File: src/rtl/hazard_ctrl.sv
// rtl/hazard_ctrl.sv - pipeline hazard controller: load-use and mul/div interlocks, branch flush, stall counter
module hazard_ctrl #(
    parameter int REG_W         = 5,
    parameter int LOAD_LAT      = 1,
    parameter int MULDIV_CYCLES = 8,
    parameter int CNT_W         = 16
) (
    input  logic             clk,
    input  logic             reset,
    input  logic             idex_memread,
    input  logic [REG_W-1:0] idex_rd,
    input  logic [REG_W-1:0] ifid_rs,
    input  logic [REG_W-1:0] ifid_rt,
    input  logic             ifid_uses_rt,
    input  logic             ifid_hilo_use,
    input  logic             muldiv_start,
    input  logic             branch_taken,
    output logic             pc_write,
    output logic             ifid_write,
    output logic             ifid_flush,
    output logic             idex_bubble,
    output logic             muldiv_busy,
    output logic [CNT_W-1:0] stall_cycles
);

    // Counter widths; a single bit is kept even when the count is degenerate.
    localparam int LD_W = (LOAD_LAT > 1) ? $clog2(LOAD_LAT) : 1;
    localparam int MD_W = (MULDIV_CYCLES > 1) ? $clog2(MULDIV_CYCLES) : 1;

    typedef enum logic [0:0] {
        IDLE       = 1'b0,
        LOAD_STALL = 1'b1
    } state_t;

    state_t             state_q, state_d;
    logic [LD_W-1:0]    ld_cnt_q, ld_cnt_d;
    logic [MD_W-1:0]    md_cnt_q, md_cnt_d;
    logic [CNT_W-1:0]   stall_cycles_q, stall_cycles_d;

    logic match;
    logic load_hz;
    logic busy_raw;
    logic md_hz;
    logic stall;

    // Hazard detection is purely combinational so the first stall cycle costs no latency.
    always_comb begin
        match    = idex_memread && (idex_rd != '0) &&
                   ((idex_rd == ifid_rs) || (ifid_uses_rt && (idex_rd == ifid_rt)));
        load_hz  = ((state_q == IDLE) && match) || (state_q == LOAD_STALL);
        busy_raw = muldiv_start || (md_cnt_q != '0);
        md_hz    = busy_raw && ifid_hilo_use;
        stall    = (load_hz || md_hz) && !branch_taken;
    end

    // Load-use FSM: the first stall cycle is the detection cycle, LOAD_STALL supplies the rest.
    always_comb begin
        state_d  = state_q;
        ld_cnt_d = ld_cnt_q;
        if (branch_taken) begin
            // The stalled ID instruction is wrong-path, so any pending load stall is dropped.
            state_d  = IDLE;
            ld_cnt_d = '0;
        end else begin
            case (state_q)
                IDLE: begin
                    if (match && (LOAD_LAT > 1)) begin
                        state_d  = LOAD_STALL;
                        ld_cnt_d = LD_W'(LOAD_LAT - 1);
                    end
                end
                LOAD_STALL: begin
                    if (ld_cnt_q == LD_W'(1)) begin
                        state_d  = IDLE;
                        ld_cnt_d = '0;
                    end else begin
                        ld_cnt_d = ld_cnt_q - LD_W'(1);
                    end
                end
                default: begin
                    state_d  = IDLE;
                    ld_cnt_d = '0;
                end
            endcase
        end
    end

    // Mul/div busy window: the issue cycle plus MULDIV_CYCLES-1 counted-down cycles.
    always_comb begin
        md_cnt_d = md_cnt_q;
        if (muldiv_start) begin
            md_cnt_d = MD_W'(MULDIV_CYCLES - 1);
        end else if (md_cnt_q != '0) begin
            md_cnt_d = md_cnt_q - MD_W'(1);
        end
    end

    // Saturating count of stall cycles; flush cycles never count because stall excludes them.
    always_comb begin
        stall_cycles_d = stall_cycles_q;
        if (stall && (stall_cycles_q != {CNT_W{1'b1}})) begin
            stall_cycles_d = stall_cycles_q + CNT_W'(1);
        end
    end

    // State registers with synchronous active-high reset.
    always_ff @(posedge clk) begin
        if (reset) begin
            state_q        <= IDLE;
            ld_cnt_q       <= '0;
            md_cnt_q       <= '0;
            stall_cycles_q <= '0;
        end else begin
            state_q        <= state_d;
            ld_cnt_q       <= ld_cnt_d;
            md_cnt_q       <= md_cnt_d;
            stall_cycles_q <= stall_cycles_d;
        end
    end

    // Pipeline control: reset forces pass-through, branch flush beats stall, stall beats pass.
    always_comb begin
        pc_write    = 1'b1;
        ifid_write  = 1'b1;
        ifid_flush  = 1'b0;
        idex_bubble = 1'b0;
        muldiv_busy = 1'b0;
        if (!reset) begin
            muldiv_busy = busy_raw;
            if (branch_taken) begin
                ifid_flush  = 1'b1;
                idex_bubble = 1'b1;
            end else if (stall) begin
                pc_write    = 1'b0;
                ifid_write  = 1'b0;
                idex_bubble = 1'b1;
            end
        end
    end

    assign stall_cycles = stall_cycles_q;

endmodule

File: config.mk
export PLATFORM = sky130hd
export DESIGN_NAME = hazard_ctrl
export DESIGN_NICKNAME = d
export VERILOG_FILES = /design/src/rtl/hazard_ctrl.sv
export SDC_FILE = /design/constraint.sdc
export NUM_CORES = 1
export LEC_CHECK = 0
export ABC_AREA = 1
export ABC_CLOCK_PERIOD_IN_PS = 1600
export CAP_MARGIN = 10
export CELL_PAD_IN_SITES_DETAIL_PLACEMENT = 1
export CELL_PAD_IN_SITES_GLOBAL_PLACEMENT = 2
export CORE_MARGIN = 8
export CORE_UTILIZATION = 22
export DETAILED_ROUTE_END_ITERATION = 10
export PLACE_DENSITY_LB_ADDON = 0.1
export SLEW_MARGIN = 5
export SYNTH_ARGS = -nofsm -noshare
export SYNTH_HDL_FRONTEND = slang
export SYNTH_SLANG_ARGS = --single-unit
File: constraint.sdc
create_clock -name clk -period 1.6 [get_ports clk]
set_clock_uncertainty 0.15 [all_clocks]
set_input_delay 0.16 -clock clk [delete_from_list [all_inputs] [get_ports clk]]
set_output_delay 0.16 -clock clk [all_outputs]
set_load 0.05 [all_outputs]
Word level (Yosys, flattened, before mapping)
Cells that the tools add are included.
{"block": "classes", "add_sub_neg": 3, "n_eq_ne": 3, "n_mux": 13, "bitwise": 1, "reduce_logical": 17}
{"op": "16-bit by 1-bit adder with 16-bit output (second input constant)", "n": 1}
{"op": "16-bit != test (second input constant)", "n": 1}
{"op": "1-bit two-way mux", "n": 11}
{"op": "5-bit equality test", "n": 2}
{"op": "1-bit logical AND", "n": 7}
{"op": "3-bit two-way mux", "n": 2}
{"op": "5-bit nonzero test", "n": 1}
{"op": "1-bit logical OR", "n": 4}
{"op": "3-bit nonzero test", "n": 1}
{"op": "3-bit OR reduction", "n": 1}
{"op": "3-bit by 1-bit subtractor with 3-bit output (second input constant)", "n": 1}
{"op": "2-bit nonzero test", "n": 1}
{"op": "2-bit OR reduction", "n": 1}
{"op": "1-bit zero test", "n": 1}
{"op": "1-bit NOT", "n": 1}
{"op": "1-bit subtractor (second input constant)", "n": 1}
{"block": "totals", "register_bits": 21, "in_bits": 22, "output_inout_bits": 21, "elab_cells": 41}

Logic depth before layout (Yosys ltp)
{"block": "logic_depth", "word_depth": 11, "mapped_depth": 13}

Least setup slack after synthesis
OpenSTA, ideal clock, no wires.
{"block": "synth_timing", "path_type": "flip-flop to output port", "startpoint": "reg md_cnt_q[0]", "endpoint": "out pc_write", "arrival_time_ns": 1.825, "setup_slack_ns": -0.535, "stages_incl_launch_ff": 9, "path_buffers": 2, "cell_sequence": "dfxtp_1 inv_1 ha_1 nand3_1 a21oi_2 nand2_4 buf_4 nand3_1 buf_4"}
{"block": "synth_via", "elab_chain_cells": 8}
{"element": "start, declared", "line_no": "37", "source": "logic [MD_W-1:0] md_cnt_q, md_cnt_d;"}
{"element": "start signal, assigned", "line_no": "116", "source": "md_cnt_q <= md_cnt_d;"}
{"element": "3-bit nonzero test", "line_no": "51", "source": "busy_raw = muldiv_start || (md_cnt_q != '0);"}
{"element": "1-bit logical OR", "line_no": "51"}
{"element": "1-bit logical AND", "line_no": "52", "source": "md_hz = busy_raw && ifid_hilo_use;"}
{"element": "1-bit logical OR", "line_no": "53", "source": "stall = (load_hz || md_hz) && !branch_taken;"}
{"element": "1-bit logical AND", "line_no": "53"}
{"element": "1-bit two-way mux (3 in series)"}
{"element": "end, declared", "line_no": "18", "source": "output logic pc_write,"}
No other way between the ends.

Final worst setup path
{"block": "layout_timing", "startpoint": "in ifid_uses_rt", "endpoint": "out idex_bubble"}
{"block": "layout_via", "elab_chain_cells": 10}
{"element": "start, declared", "line_no": "14", "source": "input logic ifid_uses_rt,"}
{"element": "1-bit logical AND", "line_no": "49", "source": "((idex_rd == ifid_rs) || (ifid_uses_rt && (idex_rd == ifid_rt)));"}
{"element": "1-bit logical OR", "line_no": "49"}
{"element": "1-bit logical AND", "line_no": "48", "source": "match = idex_memread && (idex_rd != '0) &&"}
{"element": "1-bit logical AND", "line_no": "50", "source": "load_hz = ((state_q == IDLE) && match) || (state_q == LOAD_STALL);"}
{"element": "1-bit logical OR", "line_no": "50"}
{"element": "1-bit logical OR", "line_no": "53"}
{"element": "1-bit logical AND", "line_no": "53"}
{"element": "1-bit two-way mux", "line_no": "133", "source": "end else if (stall) begin"}
{"element": "1-bit two-way mux", "line_no": "130", "source": "if (branch_taken) begin"}
{"element": "1-bit two-way mux", "line_no": "128", "source": "if (!reset) begin"}
{"element": "end, declared", "line_no": "21", "source": "output logic idex_bubble,"}
No other way between the ends.

==> metrics.txt <==
status complete, but fails checks; failing checks negative setup slack; sequential area share after synthesis 25.6%; clk sinks 21; GRT Util Overall 11.0%; final wirelength around 5.3 mm; Via density approximately 4.2; setup tns final -963 ps; share of cells above drive strength 1 a little under two fifths; P per Cell Area 504 nW/um^2; Clock Tree Buf Depth 2; Clk Latency, worst-skew pair roughly 270 ps; Std-Cell Rows 31; Die X 102 um; Post-Syn Area approximately 1600 um^2; Initial Util 22.6%; kind of critical path input port to output pin; first-pass GRT wire length 9.32 mm; CP Capture Type output pin; Worst-Margin Slew roughly 260 ps; Remaining Overflow, GRT 0; Placer Congestion roughly 0.68; fin. max-slew vios 0; Num CTS Buffers 3; Final setup viols 12; root buffer cell clkbuf_8; largest area contributor in the synthesized netlist dfxtp_1; final worst-path cycle share 115%; crit-path max FO 3; area of the multi-input gates between 1000 and 1500 um^2; syn_nets 311; DRT iter0 DRCs 45; most frequent cell after synthesis nand2_1; Pre-antenna DRT Iters 4; Mean Syn Cell Area 5.73 um^2; fillers between 900 and 1000; largest vdd supply drop around 0.22 mV; Post-synth top flop dfxtp_1; Register Area about 470 um^2; synthesized flop and latch total 21; Async SR Flop Fraction 0%; Syn. warnings 0; Worst-path clk slew roughly 90 ps; startpoint types input port; CTS tree done; Yosys cell types 24; EDFF count, synth 0; crit path DAT ~1500 ps; # DRC 0; final hold vios 0; height of the die around 100 um; post-detailed-route wirelength per cell between 10 and 15 um; H-tree depth 1; RSZ-0062 raised after global routing true; Nets 388; crit path time final 1840 ps; Detail Placement HPWL 4.07 mm; Final ANT Viol Nets 0; Core Region just over 7000 um^2; commonest cells in the netlist nand2_1, inv_1, nor2_1, nand3_1, dfxtp_1; initial antenna violation count 0; via count between 1500 and 2000; Peak Freq between 500 and 600 MHz; ANT cells 0; die area 10500 um^2; critical path required time around 1300 ps; Setup WS post-layout -241 ps; CTS Hold Bufs 0; # Max-Cap Violations 0; I/O pin cnt 43; Rel. slew slack ~83%; Syn-to-layout area delta 69.9%; hold crit path type flop to flop; largest net degree at the start of global routing 20; Final Power 1400 uW; leak pwr between 0.001 and 0.0015 uW; vias in the first global route around 2100; top cell type's share of synthesized area 25.6%; Port Buffer Count 42; Area contributors post-synth dfxtp_1, nand2_1, inv_1, nor2_1, nand4_1; Mapped Cells approximately 290
path summary, 6_finish.rpt:
| check | end | from | cells after the start | slack [ps] |
|---|---|---|---|---|
| max | idex_bubble | ifid_uses_rt | 9 | -240 |
| min | ld_cnt_q | ld_cnt_q | 2 | 320 |
| max reg2reg | stall_cycles[15] | md_cnt_q[0] | 10 | -60 |
| min reg2reg | ld_cnt_q | ld_cnt_q | 2 | 320 |
flip-flops by register name, summed over array words and instances, names as in the netlist:
register	count
ld_cnt_q	1
md_cnt_q	3
stall_cycles	16
state_q	1
worst max-delay path: stages:
cell,delay (ps)
clkdlybuf4s50_1,450
nand2_1,50
nor2_1,110
nand3_1,100
nand2_2,90
nand2_4,80
buf_6,130
a31oi_4,200
buf_12,160
layer usage:
layer	share of wire (%)	global-route usage, %
met4	0.52	2.03
met1	47	13.4
met3	3.7	2.45
met5	0	0
met2	49	19.3
layout by cell type (no fill, tap or decap), types with 4 or more instances in the layout:
| cell type | synthesis | routed |
|---|---|---|
| nor2_2 | 3 | 4 |
| nand4_1 | 19 | 19 |
| dfxtp_4 | 0 | 11 |
| nand2_2 | 4 | 6 |
| nand3_1 | 23 | 11 |
| buf_12 | 0 | 10 |
| buf_6 | 2 | 8 |
| buf_4 | 3 | 41 |
| clkdlybuf4s50_1 | 0 | 6 |
| nand2_1 | 77 | 72 |
| nand3_2 | 3 | 12 |
| o21ai_0 | 4 | 4 |
| inv_2 | 9 | 14 |
| dlygate4sd2_1 | 0 | 15 |
| nand2_4 | 1 | 4 |
| inv_1 | 60 | 54 |
| dfxtp_2 | 0 | 7 |
| nor2_1 | 37 | 35 |
per-stage QoR:
stage | std cells | hold slack (ps) | util, % | area [um^2] | worst slack [ps]
floorplan | 286 | 186 | - | 1770 | -69.5
global placement | 447 | 296 | 34.9 | 2530 | -475
detailed placement | 447 | 311 | 34.9 | 2530 | -491
CTS | 458 | 326 | 38.0 | 2750 | -253
global route | 461 | 350 | 38.4 | 2790 | -317
finish | 461 | 324 | 38.4 | 2790 | -241
report_power, final:
group,switching (uW),internal [uW]
logic,251,230
registers,13.7,525
clock network,205,178
total,469,933
area by class of cell:
cell class	count	area share (%)
clock buffer	4	1.62
multi-input combinational	186	38.6
tap	99	4.45
sequential	21	16.9
timing repair buffer	81	28.9
inverter	70	9.52
what timing repair did:
item,in CTS,in global routing
setup buffers,6,5
pin swaps,18,11
setup endpoints to repair,20,21
endpoints found under the hold margin,0,0
resized for setup,45,10
gates cloned,2,0
kinds of logic (layout without fill, tap and decap cells):
kind of cell | Yosys count | count (layout) | share of synthesized area, %
AND/OR/NAND/NOR | 170 | 171 | 47.3
XOR/XNOR | 2 | 2 | 1.07
flip-flops | 21 | 21 | 25.6
adder cells (fa/ha/maj) | 3 | 3 | 2.29
buffers and inverters | 80 | 155 | 20.2
AO/OA/AOI/OAI | 10 | 10 | 3.51
Power figures use the tool's default switching activity.
